`config.mk`:
```
export PLATFORM = sky130hd
export DESIGN_NAME = oled_sequencer
export DESIGN_NICKNAME = d
export VERILOG_FILES = /design/src/rtl/oled_sequencer.sv
export SDC_FILE = /design/constraint.sdc
export NUM_CORES = 1
export LEC_CHECK = 0
export BUFFER_PORTS_ARGS = -buffer_cell sky130_fd_sc_hd__buf_4
export CORE_ASPECT_RATIO = 0.9
export CORE_MARGIN = 2
export CORE_UTILIZATION = 45
export DETAILED_ROUTE_END_ITERATION = 10
export GPL_TIMING_DRIVEN = 1
export PLACE_DENSITY = 0.72
export SYNTH_ARGS = -nofsm -noshare
export SYNTH_HDL_FRONTEND = slang
export SYNTH_SLANG_ARGS = --single-unit
```
`constraint.sdc`:
```
create_clock -name clock -period 5.25 [get_ports clock]
set_input_delay 1.05 -clock clock [delete_from_list [all_inputs] [get_ports clock]]
set_output_delay 1.05 -clock clock [all_outputs]
set_load 0.02 [all_outputs]
```
`src/rtl/oled_sequencer.sv`:
```
// Power-up sequencer for an SSD1306-style OLED panel: rails, reset pulse and init
// commands through a 4-phase SPI byte handshake, then a host byte-write pass-through.
module oled_sequencer #(
  parameter int DLY_SHORT = 100000,
  parameter int DLY_LONG  = 10000000
) (
  input  logic       clock,
  input  logic       reset,
  input  logic       start,
  input  logic       wr_valid,
  input  logic [7:0] wr_data,
  input  logic       wr_dc,
  output logic       wr_ready,
  output logic [7:0] spi_byte,
  output logic       load_data,
  input  logic       done_send,
  output logic       oled_dc,
  output logic       oled_res_n,
  output logic       oled_vdd_n,
  output logic       oled_vbat_n,
  output logic       init_done,
  output logic [3:0] state_dbg
);

  localparam int CW = $clog2(DLY_LONG + 1);
  localparam logic [CW-1:0] SHORT_N = CW'(DLY_SHORT);
  localparam logic [CW-1:0] LONG_N  = CW'(DLY_LONG);

  typedef enum logic [3:0] {
    IDLE, VDD_ON, WAIT, SEND, ACK, REL, RES_LO, RES_HI, VBAT_ON, READY, HOST_TX
  } state_t;

  // Host handshake: wr_valid && wr_ready in the same cycle transfers one byte;
  // wr_ready is low for the whole SPI handshake, and wr_valid seen then is dropped.

  function automatic logic [7:0] rom(input logic [3:0] idx);
    case (idx)
      4'd0:    rom = 8'hAE;
      4'd1:    rom = 8'h8D;
      4'd2:    rom = 8'h14;
      4'd3:    rom = 8'hD9;
      4'd4:    rom = 8'hF1;
      4'd5:    rom = 8'h81;
      4'd6:    rom = 8'h0F;
      4'd7:    rom = 8'hA1;
      4'd8:    rom = 8'hC8;
      4'd9:    rom = 8'hDA;
      4'd10:   rom = 8'h20;
      4'd11:   rom = 8'hAF;
      default: rom = 8'h00;
    endcase
  endfunction

  state_t          state_q, state_d, ret_q, ret_d;
  logic [3:0]      ptr_q, ptr_d;
  logic [CW-1:0]   cnt_q, cnt_d;
  logic            sync1_q, sync1_d, ds_q, ds_d;
  logic            load_q, load_d, dc_q, dc_d, host_q, host_d;
  logic [7:0]      byte_q, byte_d;
  logic            res_n_q, res_n_d, vdd_n_q, vdd_n_d, vbat_n_q, vbat_n_d;

  always_ff @(posedge clock or posedge reset) begin
    if (reset) begin
      state_q  <= IDLE;
      ret_q    <= IDLE;
      ptr_q    <= 4'd0;
      cnt_q    <= '0;
      sync1_q  <= 1'b0;
      ds_q     <= 1'b0;
      load_q   <= 1'b0;
      dc_q     <= 1'b0;
      host_q   <= 1'b0;
      byte_q   <= 8'h00;
      res_n_q  <= 1'b1;
      vdd_n_q  <= 1'b1;
      vbat_n_q <= 1'b1;
    end else begin
      state_q  <= state_d;
      ret_q    <= ret_d;
      ptr_q    <= ptr_d;
      cnt_q    <= cnt_d;
      sync1_q  <= sync1_d;
      ds_q     <= ds_d;
      load_q   <= load_d;
      dc_q     <= dc_d;
      host_q   <= host_d;
      byte_q   <= byte_d;
      res_n_q  <= res_n_d;
      vdd_n_q  <= vdd_n_d;
      vbat_n_q <= vbat_n_d;
    end
  end

  // Edges that enter SEND/HOST_TX also raise load_data when no stale completion
  // flag is pending, so a byte goes out on the same edge its wait/capture ends.
  always_comb begin
    state_d  = state_q;
    ret_d    = ret_q;
    ptr_d    = ptr_q;
    cnt_d    = cnt_q;
    sync1_d  = done_send;
    ds_d     = sync1_q;
    load_d   = load_q;
    dc_d     = dc_q;
    host_d   = host_q;
    byte_d   = byte_q;
    res_n_d  = res_n_q;
    vdd_n_d  = vdd_n_q;
    vbat_n_d = vbat_n_q;
    case (state_q)
      IDLE: if (start) state_d = VDD_ON;
      VDD_ON: begin
        vdd_n_d = 1'b0;
        cnt_d   = SHORT_N;
        ret_d   = SEND;
        state_d = WAIT;
      end
      WAIT: begin
        if (cnt_q == '0) begin
          if (ret_q == RES_HI) begin
            res_n_d = 1'b1;
            state_d = RES_HI;
          end else begin
            byte_d  = rom(ptr_q);
            dc_d    = 1'b0;
            load_d  = !ds_q;
            state_d = SEND;
          end
        end else begin
          cnt_d = cnt_q - CW'(1);
        end
      end
      SEND, HOST_TX: begin
        if (!load_q) begin
          if (!ds_q) load_d = 1'b1;
        end else if (ds_q) begin
          load_d  = 1'b0;
          state_d = ACK;
        end
      end
      ACK: if (!ds_q) state_d = REL;
      REL: begin
        if (host_q) begin
          host_d  = 1'b0;
          state_d = READY;
        end else begin
          case (ptr_q)
            4'd0:    state_d = RES_LO;
            4'd4:    state_d = VBAT_ON;
            4'd11:   state_d = READY;
            default: begin
              byte_d  = rom(ptr_q + 4'd1);
              dc_d    = 1'b0;
              load_d  = !ds_q;
              state_d = SEND;
            end
          endcase
          if (ptr_q != 4'd11) ptr_d = ptr_q + 4'd1;
        end
      end
      RES_LO: begin
        res_n_d = 1'b0;
        cnt_d   = SHORT_N;
        ret_d   = RES_HI;
        state_d = WAIT;
      end
      RES_HI: begin
        cnt_d   = SHORT_N;
        ret_d   = SEND;
        state_d = WAIT;
      end
      VBAT_ON: begin
        vbat_n_d = 1'b0;
        cnt_d    = LONG_N;
        ret_d    = SEND;
        state_d  = WAIT;
      end
      READY: begin
        if (wr_valid) begin
          byte_d  = wr_data;
          dc_d    = wr_dc;
          host_d  = 1'b1;
          load_d  = !ds_q;
          state_d = HOST_TX;
        end
      end
      default: state_d = IDLE;
    endcase
  end

  assign wr_ready    = (state_q == READY);
  assign init_done   = (state_q == READY);
  assign spi_byte    = byte_q;
  assign load_data   = load_q;
  assign oled_dc     = dc_q;
  assign oled_res_n  = res_n_q;
  assign oled_vdd_n  = vdd_n_q;
  assign oled_vbat_n = vbat_n_q;
  assign state_dbg   = state_q;

endmodule

```
* Word-level counts from Yosys, hierarchy flattened
Memory sizes are Yosys's and may differ from the RTL's.
Index checks and enable logic that the tools add are counted.
** Storage, ports and cells
- Flip-flop bits (word level) :: 52
- ROM bits :: 256
- Input bits :: 14
- Output and inout port bits :: 19
- Word-level logic and storage cells :: 102
- Memories kept :: 2
** Operators by class
- Add/subtract/negate cells :: 2
- Equality and inequality tests :: 25
- Muxes and demuxes :: 37
- Bitwise logic cells :: 1
- Reduce and logical (&&, ||, !) cells :: 22
** Memory list
- (name not given) :: words 16, width 8, rd ports 1, clocked after Yosys merged registers in 0, write ports 0, RTL line 37 : case (idx)
- (name not given) :: words 16, width 8, rd ports 1, clocked after Yosys merged registers in 0, write ports 0, RTL line 37
** Operator list (number)
- 24-bit case mux with 3 select lines :: 1
- 8-bit 2-to-1 mux :: 5
- 4-bit 2-to-1 mux :: 7
- 4-bit case mux with 7 select lines :: 1
- 4-bit by 3-bit equality test with 1-bit output (second input constant) :: 6
- 24-bit zero test :: 1
- 24-bit 2-to-1 mux :: 1
- 8-bit case mux with 3 select lines :: 1
- 24-bit by 1-bit subtractor with 24-bit output (second input constant) :: 1
- 2-bit != test (second input constant) :: 11
- 6-bit AND reduction :: 3
- 4-bit equality test (second input constant) :: 4
- 1-bit 2-to-1 mux :: 14
- 4-bit case mux with 3 select lines :: 1
- 3-bit OR reduction :: 3
- 4-bit by 2-bit equality test with 1-bit output (second input constant) :: 2
- 4-bit zero test :: 2
- 4-bit case mux with 2 select lines :: 1
- 3-bit AND reduction :: 2
- 2-bit nonzero test :: 3
- 3-bit nonzero test :: 2
- 4-bit by 1-bit adder with 4-bit output (second input constant) :: 1
- 4-bit by 1-bit equality test with 1-bit output (second input constant) :: 1
- 4-bit != test (second input constant) :: 1
- 10 further kinds :: 12

* Logic depth before layout (Yosys ltp)
Gate-level depths: netlist of the first run.
- Word-level depth :: 5
- Mapped depth :: 8
- Depth with buffers taken out :: 7

* Worst setup path before layout of the first run
No wires, ideal clock.
- Path type :: reg2out
- From :: register state_q[3] (netlist: state_dbg[3])
- To :: output port wr_ready
- Arrival :: 1.736 ns
- Required time :: 4.200 ns
- Path slack :: 2.464 ns
- Stages on the path, launching flop included :: 5
- Path buffers :: 3
- Cell sequence :: dfrtp_1 > clkbuf_1 > and4bb_2 > buf_1 > buf_4
** On the way
- Cells in the longest elaborated chain, start to end :: 1
** Ends and longest elaborated chain
- from (decl) :: RTL line 54 : state_t state_q, state_d, ret_q, ret_d;
- from (signal assigned) :: RTL line 78 : state_q <= state_d;
- 4-bit equality test
- to (decl) :: RTL line 13 : output logic wr_ready,
Every way passes these cells.

* Final worst setup path of the first run
- From :: register state_q[3] (netlist: state_dbg[3])
- To :: output port init_done
** On the way
- Cells in the longest elaborated chain, start to end :: 1
** Ends and longest elaborated chain
- 4-bit equality test :: RTL line 192 : assign init_done = (state_q == READY);
- to (decl) :: RTL line 21 : output logic init_done,
Every way passes these cells.

==> results_dict.tcl, run 1 <==
set metrics [dict create \
    mostFrequentLayoutCell "dfrtp_1" \
    drv_slew 0 \
    drc 0 \
    tightest_slew_ps 1010 \
    grt_max_degree 51 \
    routedWlPerCell_um 16.0 \
    period_minus_slack_ps 2940 \
    dp_slack_ps 2380 \
    antenna_found_initial 0 \
    ys_warn_count 0 \
    die_w_um 93.2 \
    maxSlewHeadroom_pct 32.7 \
    reg2reg_from "cnt_q[12]" \
    synth_edf_count 0 \
    outcome "finished clean" \
    ys_seq_elements 50 \
    synth-main-ff-cell "dfrtp_1" \
    netlist_area_um2 3220 \
    power_mw 0.644 \
    cp.arrival_ps 1890 \
    hold_class "reg -> reg" \
    area_delta_synth_final_pct 11.7 \
    cts.path.max_buffers 2 \
    grt_pass1_vias 2476 \
    hp-start "ds_d" \
    start_util_pct 46.0 \
    coreArea_um2 7000 \
    finalHoldViolations 0 \
    grt_pass1_wl_um 12200 \
    drive_gt1_share_pct 15.1 \
    crit_path_end_kind "output port" \
    firstDrtPassIters 4 \
    cts_buffers 5 \
    setup_viol 0 \
    hpwlAfterDp_um 5260 \
    gp_congestion 0.890 \
    final.period_utilization_pct 56.1 \
    setup.worst_path.start "state_dbg[3]" \
    syn_nets 377 \
    ctsHoldBuffers 0 \
    fin_tns_setup_ps 0 \
    die_area_um2 7850 \
    crit_fanout 21 \
    yosys.cell_types.count 61 \
    nNetsFinal 398 \
    final_cell_mix "dfrtp_1, nand2_1, buf_4, a21oi_1, o21ai_0" \
    path_class "reg -> out" \
    antenna_left 0 \
    numClockSinks 50 \
    ys_seq_area_share_pct 39.0 \
    whs_path_depth 0 \
    drt-total-wl_um 7430 \
    skew_ps 14.7 \
    vdd_ir_drop_max_mv 0.0953 \
    rsz0062_at_grt "no" \
    htreeDepth 2 \
    synth-async-reset-ratio_pct 100 \
    cts_setup_buffers 0 \
    n_antenna_cell 0 \
    rows 29 \
    post_drt_via_cell_ratio 6.00 \
    critPathLaunchType "register" \
    place.port_buffers 32 \
    stdcell_area_um2 3600 \
    grtUsageTotal_pct 19.1 \
    multi_input_comb_area_um2 1840 \
    dpl_cell_area_um2 3500 \
    cellPowerDensity_nw_per_um2 179 \
    drv_cap 0 \
    setup_ws_ps 2310 \
    root_buffer "clkbuf_8" \
    ios 33 \
    postSynthCellCount 350 \
    timing.fmax_mhz 340 \
    clk_pin_slew_ps 100 \
    via_count 2790 \
    cts_tree "done" \
    seqCellArea_um2 1250 \
    cts_resized 0 \
    crit_required_ps 4200 \
    initialDrtViolationCount 179 \
    fillCellCount 634 \
    avgSynthCellArea_um2 9.20 \
    reg2regPathDepth 5 \
    clock_latency_ps 320 \
    grt_overflow_total 0 \
    leakage_nw 1.58 \
    die_h_um 84.3 \
]
[cells in the mapped netlist, types with 3 or more instances]
| cell type | number | area (µm²) |
|---|---|---|
| a211oi_1 | 3 | 22.5 |
| a21oi_1 | 20 | 100 |
| a31oi_1 | 6 | 37.5 |
| and2_1 | 3 | 18.8 |
| and3_1 | 3 | 18.8 |
| clkbuf_1 | 13 | 48.8 |
| dfrtp_1 | 47 | 1180 |
| dfstp_2 | 3 | 78.8 |
| ha_1 | 13 | 163 |
| inv_1 | 12 | 45.0 |
| mux2_1 | 6 | 67.6 |
| mux2i_1 | 13 | 130 |
| nand2_1 | 33 | 124 |
| nand2b_1 | 14 | 87.6 |
| nand3_1 | 12 | 60.1 |
| nand3b_1 | 6 | 45.0 |
| nand4_1 | 3 | 18.8 |
| nor2_1 | 15 | 56.3 |
| nor2b_1 | 4 | 25.0 |
| nor3_1 | 9 | 45.0 |
| nor4_1 | 4 | 25.0 |
| o211ai_1 | 7 | 52.6 |
| o21a_1 | 3 | 22.5 |
| o21ai_0 | 19 | 95.1 |
| o21ai_1 | 3 | 15.0 |
| o311ai_1 | 4 | 35.0 |
| o31ai_1 | 6 | 45.0 |
| or3_1 | 7 | 43.8 |
| or4_1 | 11 | 82.6 |
[final timing paths]
path                               end  slack, ps
min                               ds_q        350
min reg2reg                       ds_q        350
max reg2reg                spi_byte[1]       2390
max in group asynchronous     ret_q[1]       3640
min in group asynchronous  spi_byte[0]        960
max                          init_done       2310
[through the flow]
step | util, % | cells | hold WS (ps)
after floorplan | - | 350 | 331
after global placement | 50.0 | 457 | 332
after detailed placement | 50.0 | 457 | 337
after CTS | 51.4 | 465 | 359
after global routing | 51.4 | 465 | 380
final | 51.4 | 465 | 355
[critical path, stage by stage, from the launching register on]
cell and delay, ps:
dfrtp_1 770, and4bb_2 580, buf_4 220
[layer usage]
metal,GRT usage (%),share of wire (%)
met5,0,0
met4,5.21,1.4
met3,3.14,4.1
met2,28.0,44
met1,29.4,50
[registers in the layout (all words and copies together) (netlist names)]
register	flops
ds_q	1
load_data	1
oled_res_n	1
cnt_q	24
ret_q	2
host_q	1
state_dbg	4
spi_byte	8
ds_d	1
oled_dc	1
oled_vdd_n	1
oled_vbat_n	1
ptr_q	4
[cells by family (layout without fill, tap and decap cells)]
group,Yosys count,in the layout,share of synthesized area (%)
flip-flops,50,50,39.0
adder cells (fa/ha/maj),13,13,5.05
buffers and inverters,31,53,3.92
multiplexers,21,21,6.84
XOR/XNOR,4,4,1.09
AO/OA/AOI/OAI,98,98,21.3
AND/OR/NAND/NOR,133,133,22.8
[cell type report]
type	instances	share of cell area [%]
Multi-Input combinational cell	269	51.1
Sequential cell	50	34.9
Timing Repair Buffer	33	6.88
Tap cell	93	3.23
Clock buffer	5	1.91
Inverter	12	1.25
Clock inverter	3	0.730
[power breakdown]
group	switching [mW]	total, mW	internal, mW
Sequential	0.000754	0.386	0.386
Clock	0.144	0.242	0.0983
Combinational	0.00921	0.0155	0.00632
No activity file was read; power rests on OpenSTA's default activity.
==> run 2: changes to the inputs <==
- ABC_AREA: default -> 1
- PLACE_DENSITY: 0.72 -> 0.71
- clock period: 5.25 -> 2.9 ns (I/O delays scaled with it)
==> results_dict.tcl, run 2 <==
set metrics [dict create \
    syn_nets 545 \
    drv_slew 0 \
    crit_required_ps 3090 \
    rows 30 \
    fillCellCount 741 \
    cts_setup_buffers 0 \
    critPathLaunchType "register" \
    met3_usage_pct 3.27 \
    synth_top_family_by_area "simple AND/OR/NAND/NOR gates" \
    coreArea_um2 7580 \
    netlist_area_um2 3530 \
    post-synth-top-count-cell "nand2_1" \
    n_antenna_cell 0 \
    post_drt_via_cell_ratio 5.10 \
    grtUsageMet2_pct 33.7 \
    root_buffer "clkbuf_8" \
    ys_seq_area_share_pct 35.6 \
    timing.fmax_mhz 445 \
    gp_congestion 0.902 \
    largest_reg_flops 24 \
    firstDrtPassIters 5 \
    max_stage_delay_ps 460 \
    drt-total-wl_um 8400 \
    final.period_utilization_pct 77.4 \
    finalHoldViolations 0 \
    synth.largest_area_cell "dfrtp_1" \
    grtUsageTotal_pct 20.8 \
    setup_viol 0 \
    p_comb_share_pct 56.6 \
    drv_cap 0 \
    crit_path_end_kind "register" \
    tightest_slew_ps 488 \
    ctsHoldBuffers 0 \
    antenna_left 0 \
    netlist.area_leader.share_pct 33.3 \
    nNetsFinal 577 \
    hpwlAfterDp_um 6320 \
    die_h_um 88.0 \
    ios 33 \
    mostFrequentLayoutCell "nand2_1" \
    maxSlewHeadroom_pct 67.4 \
    synth_xor_area_share_pct 1.74 \
    drive_gt1_share_pct 15.1 \
    numClockSinks 50 \
    avgSynthCellArea_um2 6.81 \
    path_class "reg -> reg" \
    setup.worst_path.start "state_dbg[1]" \
    postSynthCellCount 518 \
    crit_fanout 23 \
    ys_seq_elements 50 \
    initialDrtViolationCount 207 \
    vdd_ir_drop_max_mv 0.539 \
    synth_compound_area_share_pct 8.40 \
    cts_buffers 5 \
    htreeDepth 2 \
    grt_pass1_wl_um 14800 \
    synth_commonest_cells "nand2_1, nor2_1, nand3_1" \
    skew_ps 14.9 \
    area_delta_synth_final_pct 12.4 \
    place.port_buffers 32 \
    outcome "finished clean" \
    hold_ws_ps 286 \
    internal-power_mw 2.10 \
    net-switching-power_mw 2.08 \
    fin_tns_setup_ps 0 \
    grt_busiest_layer "met2" \
    via_count 3298 \
    die_w_um 97.3 \
    hold_class "in -> async" \
    grt_overflow_total 0 \
    synth-main-ff-cell "dfrtp_1" \
    antenna_found_initial 0 \
    cts.path.max_buffers 2 \
    swShare_pct 49.7 \
    reg2reg_from "state_dbg[1]" \
    instances_no_fill 647 \
    path_cells "inv_2 > nand2_1 > nor2_1 > inv_1 > nand2_2 > inv_2 > nand2_4 > clkinv_2 > nand2_1 > o31ai_1" \
    leakage_nw 2.05 \
    synthAdderAreaFrac_pct 4.61 \
    synth_edf_count 0 \
    routedWlPerCell_um 13.0 \
    largest_register "cnt_q" \
    die_area_um2 8570 \
    final_cell_mix "nand2_1, nor2_1, nand3_1, dfrtp_1, inv_1" \
    synth-async-reset-ratio_pct 100 \
    power_frac_clock_pct 14.6 \
    ys_warn_count 0 \
    p_seq_share_pct 28.8 \
    slowest_stage "dfrtp_1" \
    clock_latency_ps 310 \
    synth.mux.area_fraction_pct 0 \
    start_util_pct 46.5 \
    cellPowerDensity_nw_per_um2 1050 \
    yosys.cell_types.count 35 \
    rsz0062_at_grt "no" \
    period_minus_slack_ps 2240 \
    synth-simple-area-share_pct 41.5 \
    grt_pass1_vias 3182 \
    cts_tree "done" \
    cts_resized 0 \
    clk_pin_slew_ps 100 \
    drc 0 \
    use_met1_pct 29.7 \
    grt_max_degree 24 \
    cp.arrival_ps 2430 \
    dp.cells 639 \
    synthTopCellsByArea "dfrtp_1, nand2_1, nand3_1" \
]
[run 2: changes by cell type after synthesis, sizes merged, moves of 7 or more]
cell	change
a21oi	-13
clkbuf	-13
inv	+38
mux2	-8
mux2i	-13
nand2	+151
nand2b	-14
nand3	+49
nor2	+67
nor3	-8
o211ai	-8
or3	-7
or4	-11
[run 2: worst max-delay path: cells and delay by family, from the launching register on]
kind	cells	cell delay, ps
buffers and inverters	4	770
flip-flops	1	460
AO/OA/AOI/OAI	1	70
AND/OR/NAND/NOR	5	840
[run 2: cell families (layout without fill, tap and decap cells)]
group,after synthesis,in the layout
simple gates,339,339
buf+inv,62,95
flops,50,50
compound gates,47,47
fa+ha+maj,13,13
xor+xnor,7,7
[run 2: power by group through the flow]
stage          logic [mW]  clock network (mW)  registers [mW]
2_1_floorplan        1.87                   0            1.23
3_3_place_gp         2.30                   0            1.21
3_5_place_dp         2.34                   0            1.22
4_1_cts              2.36               0.622            1.20
5_1_grt              2.72               0.650            1.24
6_report             2.36               0.610            1.21
[run 2: final cells by class]
cell class                      count  area (µm²)  share of cell area [%]
Sequential cell                    50        1250                    31.7
Clock buffer                        6        82.6                    2.08
Timing Repair Buffer               36         270                    6.82
Inverter                           51         193                    4.86
Clock inverter                      2        60.1                    1.51
Tap cell                           96         120                    3.03
Multi-Input combinational cell    406        1980                    50.0
[run 2: path summary, 6_finish.rpt]
| kind | endpoint | slack [ps] | depth (start not counted) |
|---|---|---|---|
| worst max-delay path | cnt_q[2] | 660 | 10 |
| worst min register to register | ds_q | 350 | 0 |
| max in group asynchronous | oled_res_n | 1900 | 3 |
| min in group clock | ds_q | 350 | 0 |
| worst min-delay path | cnt_q[4] | 290 | 2 |
| worst max register to register | cnt_q[2] | 660 | 10 |
[run 2: stage by stage]
stage                     setup WS [ps]  cell area (µm²)  power [mW]  util, %
final                               655             3970        4.18     52.3
after global routing                411             3970        4.62     52.3
after CTS                           655             3970        4.18     52.3
after detailed placement            681             3820        3.55     50.4
after global placement              755             3820        3.51     50.4
after floorplan                    1070             3530        3.11        -
[run 2: per-layer routing]
metal | vias to the layer above | wire length (µm)
met1 | 1506 | 4160
met5 | - | 0
li1 | 1702 | -
met4 | 0 | 89
met3 | 11 | 318
met2 | 79 | 3830
==> run 3: changes to the inputs <==
- clock period: 2.9 -> 2.1 ns (I/O delays scaled with it)
==> results_dict.tcl, run 3 (same netlist as run 2, synthesis figures left out) <==
set metrics [dict create \
    hpwlAfterDp_um 6630 \
    drt-total-wl_um 8580 \
    crit_path_end_kind "register" \
    vdd_ir_drop_max_mv 0.618 \
    dpl_cell_area_um2 3850 \
    fin_tns_setup_ps 0 \
    period_minus_slack_ps 1920 \
    maxSlewHeadroom_pct 71.2 \
    cellPowerDensity_nw_per_um2 1460 \
    mostFrequentLayoutCell "nand2_1" \
    p_seq_share_pct 28.2 \
    swShare_pct 50.5 \
    drc 0 \
    finalHoldViolations 0 \
    die_h_um 88.0 \
    post_drt_via_cell_ratio 5.14 \
    crit_required_ps 2300 \
    die_area_um2 8570 \
    drive_gt1_share_pct 16.5 \
    cts.path.max_buffers 2 \
    crit_fanout 9 \
    firstDrtPassIters 5 \
    grt_pass1_vias 3186 \
    grt_max_degree 21 \
    htreeDepth 2 \
    via_count 3369 \
    final_cell_mix "nand2_1, nor2_1, nand3_1, dfrtp_1, buf_4" \
    instances_no_fill 655 \
    routedWlPerCell_um 13.1 \
    power_mw 5.82 \
    tightest_slew_ps 431 \
    slowest_stage "dfrtp_2" \
    clk_pin_slew_ps 100 \
    antenna_left 0 \
    initialDrtViolationCount 208 \
    n_antenna_cell 0 \
    internal-power_mw 2.88 \
    die_w_um 97.3 \
    start_util_pct 46.5 \
    outcome "finished clean" \
    cp.arrival_ps 2130 \
    skew_ps 11.8 \
    place.port_buffers 32 \
    net-switching-power_mw 2.94 \
    grtUsageTotal_pct 21.0 \
    root_buffer "clkbuf_8" \
    coreArea_um2 7580 \
    path_class "reg -> reg" \
    grt_pass1_wl_um 14800 \
    final.period_utilization_pct 91.7 \
    timing.fmax_mhz 520 \
    cts_buffers 5 \
    ios 33 \
    dp.cells 643 \
    numClockSinks 50 \
    rows 30 \
    path_cells "ha_1 > ha_1 > or2_2 > nand2_1 > nand2_1 > nand3_1 > nand3_1 > nand3_1 > nand2_1" \
    drv_slew 0 \
    stdcell_area_um2 4000 \
    clock_latency_ps 310 \
    largest_register "cnt_q" \
    drv_cap 0 \
    ctsHoldBuffers 0 \
    largest_reg_flops 24 \
    power_frac_clock_pct 11.9 \
    grt_overflow_total 0 \
    rsz0062_at_grt "no" \
    antenna_found_initial 0 \
    area_delta_synth_final_pct 13.3 \
    gp_congestion 0.922 \
    nNetsFinal 585 \
    critPathLaunchType "register" \
    p_comb_share_pct 59.9 \
    cts_tree "done" \
    hold_class "in -> async" \
    leakage_nw 2.07 \
    setup_viol 0 \
    max_stage_delay_ps 480 \
    hold_ws_ps 108 \
]
-- run 3: per-layer routing --
layer  wire [µm]  track usage, %  vias to the layer above
met5           0               0                        -
met4         114            4.42                        0
met3         404            3.59                        8
met2        3860            34.6                       89
met1        4200            29.6                     1547
li1            -               -                     1725
-- run 3: layout make-up --
type | count | area, µm²
fillers | 762 | 3580
multi-input cells | 406 | 1980
flip-flops and latches | 50 | 1260
repair buffers | 44 | 330
inverters | 51 | 194
well taps | 96 | 120
clock buffers | 5 | 68.8
clock inverters | 3 | 45.0
-- run 3: critical path: cells and delay by family (launching register included) --
family / cells / cell delay, ps
simple gates: 7 / 730
fa+ha+maj: 2 / 620
flops: 1 / 480
-- run 3: power by group through the flow --
stage	Sequential, mW	Clock (mW)	Combinational, mW
final	1.64	0.693	3.49
after global routing	1.70	0.749	3.96
after CTS	1.64	0.712	3.39
after detailed placement	1.65	0	3.38
after global placement	1.64	0	3.33
after floorplan	1.70	0	2.59
-- run 3: stage by stage --
stage          setup slack [ps]  utilization (%)
2_1_floorplan               266                -
3_3_place_gp                157             50.8
3_5_place_dp               89.5             50.8
4_1_cts                    83.5             52.3
5_1_grt                    16.0             52.7
6_report                    175             52.7
-- run 3: worst paths after layout --
| check | from | end | slack [ps] | cells after the start |
|---|---|---|---|---|
| setup / recovery | ptr_q[1] | spi_byte[4] | 180 | 9 |
| hold / removal | reset | cnt_q[10] | 110 | 2 |
| setup reg to reg | ptr_q[1] | spi_byte[4] | 180 | 9 |
| hold reg to reg | ds_d | ds_q | 370 | 0 |
| max in group asynchronous | reset | oled_res_n | 1320 | 3 |
| min in group clock | done_send | ds_d | 220 | 1 |
-- run 3: repair_timing --
| item | in CTS | in global routing |
|---|---|---|
| gates resized for setup | 0 | 2 |
| setup buffers | 0 | 4 |
| endpoints found under the setup margin | 0 | 10 |
